[src/rtl/uart_rx_packer_if.sv]
// Byte-stream, RX FIFO write and status signals of the UART RX packer.
// The master side is the packer; the slave side is the byte source / FIFO / host.
interface uart_rx_packer_if;
  logic        uart_re_i;
  logic        uart_rxvld_i;
  logic [7:0]  uart_rxdata_i;
  logic        uart_rxerr_i;
  logic        uart_rxfifo_full_i;
  logic        uart_rxfifo_wren_o;
  logic [31:0] uart_rxfifo_data_o;
  logic [2:0]  uart_rxfifo_bcnt_o;
  logic        ovf_flag_o;
  logic [7:0]  err_cnt_o;
  logic        stat_clr_i;

  modport master (
    input  uart_re_i, uart_rxvld_i, uart_rxdata_i, uart_rxerr_i,
           uart_rxfifo_full_i, stat_clr_i,
    output uart_rxfifo_wren_o, uart_rxfifo_data_o, uart_rxfifo_bcnt_o,
           ovf_flag_o, err_cnt_o
  );

  modport slave (
    output uart_re_i, uart_rxvld_i, uart_rxdata_i, uart_rxerr_i,
           uart_rxfifo_full_i, stat_clr_i,
    input  uart_rxfifo_wren_o, uart_rxfifo_data_o, uart_rxfifo_bcnt_o,
           ovf_flag_o, err_cnt_o
  );
endinterface

[src/rtl/uart_rx_packer.sv]
// Packs received UART bytes little-endian into 32-bit RX FIFO words, with a
// one-word pending hold while the FIFO is full and an idle-timeout partial flush.
module uart_rx_packer #(
  parameter logic [31:0] TIMEOUT_CYC = 32'd43_400
) (
  input  logic            clk_i,
  input  logic            rst_i,
  uart_rx_packer_if.master bus
);

  logic [31:0] asm_data;
  logic [2:0]  asm_cnt;
  logic [31:0] idle_cnt;
  logic        pend_vld;
  logic [31:0] pend_data;
  logic [2:0]  pend_bcnt;
  logic        ovf_flag;
  logic [7:0]  err_cnt;

  logic        accept;
  logic        err_byte;
  logic        wren;
  logic        pend_free;
  logic        word_done;
  logic        flush;
  logic        ovf_set;
  logic [31:0] full_word;

  function automatic logic [7:0] sat_inc8(input logic [7:0] v);
    return (v == 8'hFF) ? v : v + 8'd1;
  endfunction

  assign accept    = bus.uart_rxvld_i & bus.uart_re_i & ~bus.uart_rxerr_i;
  assign err_byte  = bus.uart_rxvld_i & bus.uart_re_i &  bus.uart_rxerr_i;
  assign wren      = pend_vld & ~bus.uart_rxfifo_full_i;
  // A pend slot being written this cycle may be reloaded on the same edge.
  assign pend_free = ~pend_vld | wren;
  assign word_done = accept & (asm_cnt == 3'd3);
  assign flush     = ~accept & (asm_cnt != 3'd0) & (idle_cnt == TIMEOUT_CYC) & pend_free;
  assign ovf_set   = word_done & ~pend_free;
  assign full_word = {bus.uart_rxdata_i, asm_data[23:0]};

  assign bus.uart_rxfifo_wren_o = wren;
  assign bus.uart_rxfifo_data_o = pend_data;
  assign bus.uart_rxfifo_bcnt_o = pend_bcnt;
  assign bus.ovf_flag_o         = ovf_flag;
  assign bus.err_cnt_o          = err_cnt;

  // Assembly of the partial word and its idle timer.
  always_ff @(posedge clk_i or posedge rst_i) begin
    if (rst_i) begin
      asm_data <= 32'd0;
      asm_cnt  <= 3'd0;
      idle_cnt <= 32'd0;
    end else if (accept) begin
      idle_cnt <= 32'd0;
      if (word_done) begin
        asm_data <= 32'd0;
        asm_cnt  <= 3'd0;
      end else begin
        asm_data[{asm_cnt[1:0], 3'b000} +: 8] <= bus.uart_rxdata_i;
        asm_cnt <= asm_cnt + 3'd1;
      end
    end else if (flush) begin
      asm_data <= 32'd0;
      asm_cnt  <= 3'd0;
      idle_cnt <= 32'd0;
    end else if ((asm_cnt != 3'd0) && (idle_cnt != TIMEOUT_CYC)) begin
      idle_cnt <= idle_cnt + 32'd1;
    end
  end

  // Pending word register feeding the FIFO.
  always_ff @(posedge clk_i or posedge rst_i) begin
    if (rst_i) begin
      pend_vld  <= 1'b0;
      pend_data <= 32'd0;
      pend_bcnt <= 3'd0;
    end else if (word_done && pend_free) begin
      pend_vld  <= 1'b1;
      pend_data <= full_word;
      pend_bcnt <= 3'd4;
    end else if (flush) begin
      pend_vld  <= 1'b1;
      pend_data <= asm_data;
      pend_bcnt <= asm_cnt;
    end else if (wren) begin
      pend_vld  <= 1'b0;
    end
  end

  // Status: a set or increment in the same cycle takes priority over the clear.
  always_ff @(posedge clk_i or posedge rst_i) begin
    if (rst_i) begin
      ovf_flag <= 1'b0;
      err_cnt  <= 8'd0;
    end else begin
      if (ovf_set)             ovf_flag <= 1'b1;
      else if (bus.stat_clr_i) ovf_flag <= 1'b0;
      if (err_byte)            err_cnt  <= sat_inc8(err_cnt);
      else if (bus.stat_clr_i) err_cnt  <= 8'd0;
    end
  end

endmodule

[src/flat_wrapper.sv]
// flat-port wrapper written by rule: the top's interface ports become plain ports
module uart_rx_packer_flat 
#(
  parameter logic [31:0] TIMEOUT_CYC = 32'd43_400
)
  (clk_i, rst_i, bus_uart_re_i, bus_uart_rxvld_i, bus_uart_rxdata_i, bus_uart_rxerr_i, bus_uart_rxfifo_full_i, bus_stat_clr_i, bus_uart_rxfifo_wren_o, bus_uart_rxfifo_data_o, bus_uart_rxfifo_bcnt_o, bus_ovf_flag_o, bus_err_cnt_o);
  uart_rx_packer_if bus_i ();
  input  logic clk_i;
  input  logic rst_i;
  input wire logic [$bits(bus_i.uart_re_i)-1:0] bus_uart_re_i;
  input wire logic [$bits(bus_i.uart_rxvld_i)-1:0] bus_uart_rxvld_i;
  input wire logic [$bits(bus_i.uart_rxdata_i)-1:0] bus_uart_rxdata_i;
  input wire logic [$bits(bus_i.uart_rxerr_i)-1:0] bus_uart_rxerr_i;
  input wire logic [$bits(bus_i.uart_rxfifo_full_i)-1:0] bus_uart_rxfifo_full_i;
  input wire logic [$bits(bus_i.stat_clr_i)-1:0] bus_stat_clr_i;
  output wire logic [$bits(bus_i.uart_rxfifo_wren_o)-1:0] bus_uart_rxfifo_wren_o;
  output wire logic [$bits(bus_i.uart_rxfifo_data_o)-1:0] bus_uart_rxfifo_data_o;
  output wire logic [$bits(bus_i.uart_rxfifo_bcnt_o)-1:0] bus_uart_rxfifo_bcnt_o;
  output wire logic [$bits(bus_i.ovf_flag_o)-1:0] bus_ovf_flag_o;
  output wire logic [$bits(bus_i.err_cnt_o)-1:0] bus_err_cnt_o;
  assign bus_i.uart_re_i = bus_uart_re_i;
  assign bus_i.uart_rxvld_i = bus_uart_rxvld_i;
  assign bus_i.uart_rxdata_i = bus_uart_rxdata_i;
  assign bus_i.uart_rxerr_i = bus_uart_rxerr_i;
  assign bus_i.uart_rxfifo_full_i = bus_uart_rxfifo_full_i;
  assign bus_i.stat_clr_i = bus_stat_clr_i;
  assign bus_uart_rxfifo_wren_o = bus_i.uart_rxfifo_wren_o;
  assign bus_uart_rxfifo_data_o = bus_i.uart_rxfifo_data_o;
  assign bus_uart_rxfifo_bcnt_o = bus_i.uart_rxfifo_bcnt_o;
  assign bus_ovf_flag_o = bus_i.ovf_flag_o;
  assign bus_err_cnt_o = bus_i.err_cnt_o;
  uart_rx_packer #(.TIMEOUT_CYC(TIMEOUT_CYC)) u_core (.clk_i(clk_i), .rst_i(rst_i), .bus(bus_i));
endmodule
[config.mk]
export PLATFORM = sky130hd
export DESIGN_NAME = uart_rx_packer_flat
export DESIGN_NICKNAME = d
export VERILOG_FILES = /design/src/rtl/uart_rx_packer_if.sv /design/src/rtl/uart_rx_packer.sv /design/src/flat_wrapper.sv
export SDC_FILE = /design/constraint.sdc
export NUM_CORES = 1
export LEC_CHECK = 0
export CORE_ASPECT_RATIO = 1.1
export CORE_MARGIN = 3
export CORE_UTILIZATION = 50
export DETAILED_ROUTE_END_ITERATION = 10
export HOLD_SLACK_MARGIN = 0.03
export PLACE_DENSITY = 0.76
export SKIP_LAST_GASP = 1
export SYNTH_ARGS = -nofsm -noshare
export SYNTH_HDL_FRONTEND = slang
export SYNTH_SLANG_ARGS = --single-unit
[constraint.sdc]
create_clock -name clk_i -period 3.5 [get_ports clk_i]
set_input_delay 0.7 -clock clk_i [delete_from_list [all_inputs] [get_ports clk_i]]
set_output_delay 0.7 -clock clk_i [all_outputs]
set_load 0.05 [all_outputs]
* After elaboration in Yosys (flattened, before gate mapping)
Index checks and enable logic that the tools add are counted.
** Storage, ports and cells
- Register bits :: 112
- Bits of input ports :: 15
- Logic and storage cells :: 66
** Cells by class
- Add/subtract/negate cells :: 4
- Eq/ne operators :: 5
- Shift-type cells :: 2
- Muxes and demuxes :: 22
- Bitwise logic cells :: 15
- Reductions and logical operators :: 10
** Operators with widths (number)
- two-way mux 32 bit :: 8
- adder 32 x 1 -> 32 bit, second input constant :: 1
- bitwise mux 32 bit :: 1
- equality test 32 x 16 -> 1 bit, second input constant :: 1
- != test 32 x 16 -> 1 bit, second input constant :: 1
- variable shift 8 x 7 -> 32 bit, first input constant :: 1
- variable part select 8 x 7 -> 32 bit :: 1
- two-way mux 8 bit :: 3
- two-way mux 3 bit :: 5
- bitwise AND 1 bit :: 9
- nonzero test 3 bit :: 3
- adder 8 x 1 -> 8 bit, second input constant :: 1
- equality test 8 bit, second input constant :: 1
- nonzero test 2 bit :: 4
- negator 5 -> 7 bit :: 1
- two-way mux 1 bit :: 5
- inverter 1 bit :: 5
- adder 3 x 1 -> 3 bit, second input constant :: 1
- equality test 3 x 2 -> 1 bit, second input constant :: 1
- logical AND 1 bit :: 2
- != test 2 bit, second input constant :: 1
- AND reduction 2 bit :: 1
- OR 1 bit :: 1

* Logic depth before layout (Yosys ltp)
Gate-level depths: netlist of run 1.
- Word-level depth :: 8
- Gate-level depth with buffers :: 10

* Worst setup path before layout of run 1
No wires, ideal clock.
- Path kind :: register to register
- Start :: register u_core.asm_cnt[0]
- End :: register u_core.idle_cnt[29]
- Library setup time :: 0.078 ns
- Arrival time :: 2.335 ns
- Data required time :: 3.422 ns
- Path slack :: 1.088 ns
- Stages on the path, launching flop included :: 10
- Path buffers :: 2
- Path through :: dfrtp_1 -> inv_1 -> ha_1 -> nand2b_1 -> clkbuf_1 -> nand3_1 -> or4_1 -> clkbuf_1 -> or3_1 -> a21oi_1
** Between the ends
- Word-level cells in the longest chain between the ends :: 6
** RTL lines
- from (decl) :: RTL line uart_rx_packer.sv:12 : logic [2:0] asm_cnt;
- from (signal assigned) :: RTL line uart_rx_packer.sv:62 : asm_cnt <= asm_cnt + 3'd1;
- nonzero test 3 bit (*) :: RTL line uart_rx_packer.sv:39, uart_rx_packer.sv:68
- bitwise AND 1 bit (3 in a row) :: RTL line uart_rx_packer.sv:39 : assign flush = ~accept & (asm_cnt != 3'd0) & (idle_cnt == TIMEOUT_CYC) & pend_free;
- two-way mux 32 bit :: RTL line uart_rx_packer.sv:64 : end else if (flush) begin
- two-way mux 32 bit :: RTL line uart_rx_packer.sv:55 : end else if (accept) begin
- to (signal assigned) :: RTL line uart_rx_packer.sv:69 : idle_cnt <= idle_cnt + 32'd1;
- to (decl) :: RTL line uart_rx_packer.sv:13 : logic [31:0] idle_cnt;
Mark *: on every way between the ends. The rest lies on a longest branch, timed or not.
A chain may end at the register's enable or synchronous reset.

* Worst setup path in the final report of run 1
- Start :: input port bus_uart_rxfifo_full_i
- End :: output port bus_uart_rxfifo_wren_o
** Between the ends
- Word-level cells in the longest chain between the ends :: 2
** RTL lines
- from (decl) :: RTL line flat_wrapper.sv:14 : input wire logic [$bits(bus_i.uart_rxfifo_full_i)-1:0] bus_uart_rxfifo_full_i;
- inverter 1 bit :: RTL line uart_rx_packer.sv:35 : assign wren = pend_vld & ~bus.uart_rxfifo_full_i;
- bitwise AND 1 bit :: RTL line uart_rx_packer.sv:35
- to (decl) :: RTL line flat_wrapper.sv:16 : output wire logic [$bits(bus_i.uart_rxfifo_wren_o)-1:0] bus_uart_rxfifo_wren_o;
Every way passes these cells.

==> results.yml, run 1 <==
die:
  dieHeight_um: 111
  die_area_um2: 11200
  start_util: 0.523
  die_w_um: 101
  rows: 37
  core-area_um2: 9540
  io-pin-count: 60
cells_and_area:
  drive_gt1_frac: 0.104
  final_common_cell: "dfrtp_1"
  area_delta_synth_final_pct: 18.9
  final_core_util: 0.622
  final_cell_mix: "dfrtp_1 (112), clkdlybuf4s50_1 (59), nor2_1 (36)"
  nNetsFinal: 527
  antenna_cells: 0
power_and_ir_drop:
  p_leak_nw: 2.64
  irDropWorstVdd_v: 0.000301
  powerDensity_nw_per_um2: 544
  power_mw: 3.23
synth:
  synth_area_um2: 4990
  synth-edff-count: 0
  ys.flop_type: "dfrtp_1"
  ys_ff_latch: 112
  ys_async_sr_fraction: 1.00
  syn-num-nets: 465
  synth_area_per_cell_um2: 11.3
  ys_seq_area_frac: 0.562
  ys.warnings.count: 0
  synth.distinct_cells: 39
  netlist_instances: 442
worst_hold_path:
  whs_endpoint: "u_core.asm_data[7]"
  holdPathStages: 1
  worstHoldStart: "u_core.asm_data[7]"
  min_path_type: "flip-flop to flip-flop"
clock_network:
  cts.htree.levels: 3
  cts_tree: "built"
  clkLatencyLatePin_ns: 0.38
  post_cts_buffers: 0
  numClockSinks: 112
  cts_root_buf: "clkbuf_8"
  cts-buffers-inserted: 9
  clk_pin_slew_worst_paths_ns: 0.12
  cts_hold_buf: 0
  cts_resized: 0
  max-clock-path-buffers: 2
sta:
  fin_ws_ns: 0.694
  fin_crit_sh: 0.802
  rsz0062_at_grt: "false"
  tightest_slew_ns: 0.789
  setup_tns_ns: 0
  hold_violations: 0
  relSlewSlack: 0.474
  setup_viol: 0
  slew_violations: 0
  whs_ns: 0.511
  clock.fmax_mhz: 356
  post-route-min-period_ns: 2.81
  skew_ns: 0.0125
global_route:
  grtUsageTotal: 0.204
  globalRouteMet1Util: 0.269
  met3_usage: 0.0717
  gr-usage-met2: 0.316
  grt_max_degree: 113
  grt_overflow: 0
  grt_pass1_vias: 3742
  top_usage_layer: "met2"
  grt_first_pass_wirelength_um: 18300
  antenna_found_initial: 0
setup_path:
  required_ns: 2.80
  rr_worst_depth: 8
  cp_max_fo: 3
  timing_worst_setup_path_type: "input pin to output port"
  r2r-start: "u_core.idle_cnt[0]"
  endpoint_kind: "output port"
  regToRegEndpoint: "u_core.asm_cnt[1]"
  worst-endpoint-arrival_ns: 2.11
  start_kind: "input pin"
  rrSetupSlack_ns: 0.80
route:
  drt_iter0_markers: 143
  routed_wirelength_um: 10900
  viasPerCell: 5.80
  via_count: 3630
  first_pass_iters: 5
  drcViolationCount: 0
  wl_per_cell_um: 17.3
  ant_nets: 0
outcome:
  outcome: "complete, no violations"
placed_design:
  pre_cts_slack_ns: 0.674
  routabilityCongestion: 0.823
  place.port_buffers: 59
  dp_hpwl_um: 7480
run:
  max-cap-violations: 0
## final cells by class
class	instances	area, um^2
fill	765	3600
sequential	112	2800
multi-input combinational	304	2080
timing repair buffer	67	663
tap	117	146
clock buffer	9	124
clock inverter	7	75.1
inverter	10	41.3
## critical path: stages
cell	delay (ns)
clkdlybuf4s50_1	0.46
nor2b_1	0.13
clkdlybuf4s50_1	0.81
## metrics by stage
step	area, um^2	cells
after CTS	5930	626
after global placement	5730	610
final	5930	626
after floorplan	4990	442
after detailed placement	5730	610
after global routing	5930	626
## logic make-up after synthesis
family          after synthesis  synth area share
simple gates                156             0.164
flops                       112             0.562
compound gates               77             0.107
mux                          37            0.0802
xor+xnor                     26            0.0456
buf+inv                      26            0.0216
fa+ha+maj                     8            0.0201
## metal layers
layer / vias to the layer above / part of all wire
met1: 1828 / 0.44
li1: 1715 / -
met3: 9 / 0.058
met5: - / 0
met4: 0 / 0.0099
met2: 78 / 0.49
## worst max-delay path by stage
stage / startpoint / end / depth (start not counted)
after floorplan: u_core.asm_cnt[0] / u_core.idle_cnt[29] / 9
after global placement: bus_uart_rxfifo_full_i / bus_uart_rxfifo_wren_o / 3
after detailed placement: bus_uart_rxfifo_full_i / bus_uart_rxfifo_wren_o / 3
after CTS: bus_uart_rxfifo_full_i / bus_uart_rxfifo_wren_o / 3
after global routing: u_core.idle_cnt[0] / u_core.asm_cnt[1] / 8
final: bus_uart_rxfifo_full_i / bus_uart_rxfifo_wren_o / 3
## synthesized netlist by cell type, drive strengths merged, types with 7 or more instances
library cell  number  share of area
dfrtp            112           0.56
nor2              37          0.028
a22o              32          0.056
nand2             32          0.024
mux2              24          0.054
o21ai             22          0.022
xnor2             20          0.035
nand3             19          0.019
mux2i             13          0.026
nor4              12          0.018
a21oi             11          0.011
clkbuf            10         0.0075
inv               10         0.0075
nand4             10          0.013
and3               9          0.011
nor3               9         0.0090
ha                 8          0.020
or3                7         0.0088
## power breakdown
part / leakage (nW) / switching [mW] / total [mW] / internal [mW]
clock: 0.102 / 0.483 / 0.764 / 0.281
combinational: 0.998 / 0.554 / 0.881 / 0.328
sequential: 1.54 / 0.128 / 1.58 / 1.46
total: 2.64 / 1.17 / 3.23 / 2.07
## sequential cells by signal, summed over array words and instances (netlist names)
signal	count
u_core.asm_data	32
u_core.bus.ovf_flag_o	1
u_core.idle_cnt	32
u_core.bus.err_cnt_o	8
u_core.pend_vld	1
u_core.bus.uart_rxfifo_data_o	32
u_core.asm_cnt	3
u_core.bus.uart_rxfifo_bcnt_o	3
Power figures use the tool's default switching activity.
==> run 2: changes to the inputs <==
clock period = 2.41 ns   (was 3.5 ns; I/O delays follow)
==> results.yml, run 2 (synthesis gave the netlist of run 1 again) <==
outcome:
  outcome: "complete, no violations"
route:
  drt_iter0_markers: 153
  viasPerCell: 5.85
  wl_per_cell_um: 17.3
  via_count: 3743
  routed_wirelength_um: 11000
  ant_nets: 0
  drcViolationCount: 0
  first_pass_iters: 4
global_route:
  grtUsageTotal: 0.207
  grt_first_pass_wirelength_um: 18900
  grt_overflow: 0
  grt_max_degree: 107
  antenna_found_initial: 0
  grt_pass1_vias: 3856
sta:
  tightest_slew_ns: 0.721
  slew_violations: 0
  skew_ns: 0.0170
  fin_crit_sh: 0.945
  post-route-min-period_ns: 2.28
  relSlewSlack: 0.519
  setup_viol: 0
  clock.fmax_mhz: 439
  rsz0062_at_grt: "false"
  hold_violations: 0
placed_design:
  place.port_buffers: 59
  routabilityCongestion: 0.919
  dp_cells: 622
  dp_hpwl_um: 7570
clock_network:
  cts.htree.levels: 3
  numClockSinks: 112
  clkLatencyLatePin_ns: 0.38
  cts_tree: "built"
  cts_hold_buf: 0
  max-clock-path-buffers: 2
  cts_root_buf: "clkbuf_8"
  clk_pin_slew_worst_paths_ns: 0.11
  cts-buffers-inserted: 9
die:
  core-area_um2: 9540
  io-pin-count: 60
  die_area_um2: 11200
  start_util: 0.523
  dieHeight_um: 111
  rows: 37
  die_w_um: 101
cells_and_area:
  final_core_util: 0.640
  area_delta_synth_final_pct: 22.2
  drive_gt1_frac: 0.140
  nNetsFinal: 541
  final_cell_mix: "dfrtp_1 (112), clkdlybuf4s50_1 (58), nor2_1 (36)"
  final_cells: 640
  final_common_cell: "dfrtp_1"
  antenna_cells: 0
setup_path:
  worst-endpoint-arrival_ns: 2.54
  timing_worst_setup_path_type: "flip-flop to flip-flop"
  endpoint_kind: "flip-flop"
  timing.critical_path.cells: "inv_1, ha_1, nor4bb_2, nand4_1, nor4_4, buf_6, nor2_2, buf_4, mux2_2"
  cp_max_fo: 12
  required_ns: 2.67
  crit_path_top_delay_cell: "dfrtp_1"
  start_kind: "flip-flop"
  regToRegEndpoint: "u_core.bus.uart_rxfifo_data_o[17]"
  slowest_delay_ns: 0.41
  r2r-start: "u_core.idle_cnt[0]"
  cp-startpoint: "u_core.idle_cnt[0]"
  rr_worst_depth: 9
  rrSetupSlack_ns: 0.13
power_and_ir_drop:
  powerDensity_nw_per_um2: 784
  p_leak_nw: 2.72
  irDropWorstVdd_v: 0.000608
  power_mw: 4.78
worst_hold_path:
  min_path_type: "input pin to async pin"
run:
  max-cap-violations: 0
==> run 2: cell types whose count changed in the layout (fill, tap and decap cells not counted), moves of 2 or more <==
cell | previous run | this run
buf_6 | 0 | 2
buf_4 | 7 | 18
buf_12 | 1 | 3
or4_4 | 0 | 2
or4_1 | 2 | 0
==> run 2: report_power, final <==
group	internal, mW	switching [mW]
registers	2.12	0.169
logic	0.537	0.841
clock network	0.416	0.702
==> run 2: worst max-delay path by stage <==
stage | end | slack, ns | cells past startpoint
final | u_core.bus.uart_rxfifo_data_o[17] | 0.13 | 9
after CTS | u_core.idle_cnt[31] | 0.01 | 7
after floorplan | u_core.idle_cnt[29] | 0.10 | 9
after detailed placement | u_core.asm_data[28] | -0.06 | 7
after global routing | u_core.asm_data[0] | 0.05 | 6
after global placement | u_core.bus.uart_rxfifo_data_o[2] | -0.005 | 9
==> run 2: per-layer routing <==
layer	wire, um	GRT usage	up-vias
met2	5400	0.332	103
li1	-	-	1749
met5	0	0	-
met1	4950	0.284	1876
met3	535	0.0497	15
met4	157	0.0505	0
==> run 2: cell type report <==
type / instances / area, um^2
clock buffer: 9 / 124
tap: 117 / 146
fill: 735 / 3440
inverter: 10 / 41.3
timing repair buffer: 81 / 798
clock inverter: 7 / 81.3
multi-input combinational: 304 / 2110
sequential: 112 / 2800
==> run 2: through the flow <==
stage	hold slack [ns]	setup TNS, ns	setup WS (ns)	cell area, um^2
6_report	0.359	0	0.133	6100
3_5_place_dp	0.487	-0.920	-0.0562	5850
4_1_cts	0.353	0	0.0143	6070
2_1_floorplan	0.462	0	0.102	5000
5_1_grt	0.366	0	0.0488	6100
3_3_place_gp	0.482	-0.0271	-0.00526	5850
==> run 2: repair_timing <==
action,in CTS,in global routing
setup endpoints to repair,48,92
gates resized for setup,1,6
hold endpoints to repair,0,0
pin swaps,1,2
cloned,0,0
buffers inserted,1,1
==> run 2: critical path: cells and delay by family, from the launching register on <==
| family | cells | cell delay [ns] |
|---|---|---|
| flops | 1 | 0.41 |
| mux | 1 | 0.28 |
| buf+inv | 3 | 0.48 |
| simple gates | 4 | 0.84 |
| fa+ha+maj | 1 | 0.16 |
==> run 3: changes to the inputs <==
clock period = 1.9 ns   (was 2.41 ns; I/O delays follow)
==> results.yml, run 3 (synthesis gave the netlist of run 1 again) <==
cells_and_area:
  final_cells: 707
  antenna_cells: 0
  nNetsFinal: 608
  final_common_cell: "dfrtp_1"
  seqCellArea_um2: 2810
  final_cell_mix: "dfrtp_1 (109), buf_4 (103), a22o_1 (32)"
  drive_gt1_frac: 0.354
  multi_input_area_um2: 2360
  n_fill_cell: 670
  area_delta_synth_final_pct: 36.9
die:
  die_area_um2: 11200
  start_util: 0.523
  core-area_um2: 9540
  io-pin-count: 60
  die_w_um: 101
  rows: 37
  dieHeight_um: 111
power_and_ir_drop:
  powerDensity_nw_per_um2: 936
  irDropWorstVdd_v: 0.000630
  clkPwrFrac: 0.213
  seq_power_share: 0.452
  switchingPower_mw: 2.32
  p_leak_nw: 3.24
  combinationalPowerShare: 0.335
  p_int_mw: 4.08
  switching_share: 0.362
clock_network:
  max-clock-path-buffers: 2
  numClockSinks: 112
  cts_root_buf: "clkbuf_8"
  clkLatencyLatePin_ns: 0.38
  cts_tree: "built"
  cts.htree.levels: 3
  cts_hold_buf: 0
  cts-buffers-inserted: 9
  clk_pin_slew_worst_paths_ns: 0.11
global_route:
  antenna_found_initial: 0
  grt_max_degree: 96
  grt_overflow: 0
  grtUsageTotal: 0.231
  grt_pass1_vias: 4242
  grt_first_pass_wirelength_um: 20900
sta:
  rsz0062_at_grt: "true"
  post-route-min-period_ns: 2.06
  slew_violations: 0
  hold_violations: 0
  skew_ns: 0.0133
  setup_viol: 101
  clock.fmax_mhz: 486
  fin_ws_ns: -0.157
  tightest_slew_ns: 0.519
  whs_ns: 0.422
  relSlewSlack: 0.654
  fin_crit_sh: 1.08
placed_design:
  dp_cells: 681
  place.port_buffers: 59
  routabilityCongestion: 0.860
  dp_hpwl_um: 8300
route:
  first_pass_iters: 4
  wl_per_cell_um: 17.6
  viasPerCell: 5.67
  drt_iter0_markers: 167
  drcViolationCount: 0
  via_count: 4009
  ant_nets: 0
  routed_wirelength_um: 12400
outcome:
  outcome: "complete, but fails checks"
  failed_checks: "setup timing"
setup_path:
  start_kind: "flip-flop"
  cp-startpoint: "u_core.idle_cnt[9]"
  endpoint_kind: "flip-flop"
  required_ns: 2.16
  slowest_delay_ns: 0.41
  worst-endpoint-arrival_ns: 2.32
  cp_max_fo: 14
  r2r-start: "u_core.idle_cnt[9]"
  timing.critical_path.cells: "nor4_2, buf_4, nand4_1, nor4_4, buf_6, nor2_4, buf_12, mux2_2"
  timing_worst_setup_path_type: "flip-flop to flip-flop"
  crit_path_top_delay_cell: "dfrtp_1"
worst_hold_path:
  min_path_type: "input pin to async pin"
run:
  max-cap-violations: 0
==> run 3: cell types whose count changed in the layout (fill, tap and decap cells not counted), sizes merged <==
cell / previous run / this run
buf: 23 / 116
clkdlybuf4s50: 58 / 14
clkinv: 4 / 3
clkinvlp: 1 / 2
dlygate4sd2: 0 / 18
==> run 3: per-layer routing <==
metal,up-vias,global-route usage,part of all wire
li1,1892,-,-
met1,2040,0.305,0.43
met2,67,0.395,0.53
met3,10,0.0302,0.028
met4,0,0.0674,0.011
met5,-,0,0
==> run 3: final timing paths <==
kind | slack (ns) | endpoint | cells after the start
max | -0.16 | u_core.bus.uart_rxfifo_data_o[23] | 8
min | 0.42 | u_core.idle_cnt[23] | 3
max reg2reg | -0.16 | u_core.bus.uart_rxfifo_data_o[23] | 8
min reg2reg | 0.51 | u_core.asm_data[2] | 1
max in group asynchronous | 0.97 | u_core.asm_cnt[0] | 3
min in group clk_i | 0.51 | u_core.asm_data[2] | 1
==> run 3: worst max-delay path, delay by kind of cell, from the launching register on <==
kind	cells	cell delay (ns)
buffers and inverters	3	0.50
DFF	1	0.41
muxes	1	0.27
and+or+nand+nor	4	0.76
==> run 3: layout make-up <==
class / count / share of cell area
Sequential cell: 112 / 0.411
Multi-Input combinational cell: 304 / 0.345
Timing Repair Buffer: 148 / 0.190
Tap cell: 117 / 0.0214
Clock buffer: 9 / 0.0181
Clock inverter: 7 / 0.00897
Inverter: 10 / 0.00604
==> run 3: power groups by stage <==
stage / Clock [mW] / Combinational (mW) / Sequential, mW
3_5_place_dp: 0 / 1.94 / 2.92
3_3_place_gp: 0 / 1.88 / 2.91
5_1_grt: 1.48 / 2.28 / 2.92
6_report: 1.37 / 2.14 / 2.89
2_1_floorplan: 0 / 0.688 / 3.38
4_1_cts: 1.38 / 2.03 / 2.88
==> run 3: metrics by stage <==
step	util	setup WS [ns]	setup TNS, ns	total power [mW]	area, um^2
CTS	0.699	-0.289	-23.91	6.29	6660
global route	0.716	-0.273	-22.32	6.69	6830
global placement	0.658	-0.369	-31.78	4.79	6270
floorplan	-	-0.200	-17.51	4.07	5070
detailed placement	0.658	-0.465	-34.70	4.85	6270
finish	0.716	-0.157	-10.95	6.40	6830
==> run 3: what timing repair did <==
item,CTS,global route
cloned,2,0
setup buffers,6,3
pin swaps,24,18
gates resized for setup,40,45
setup endpoints to repair,121,103
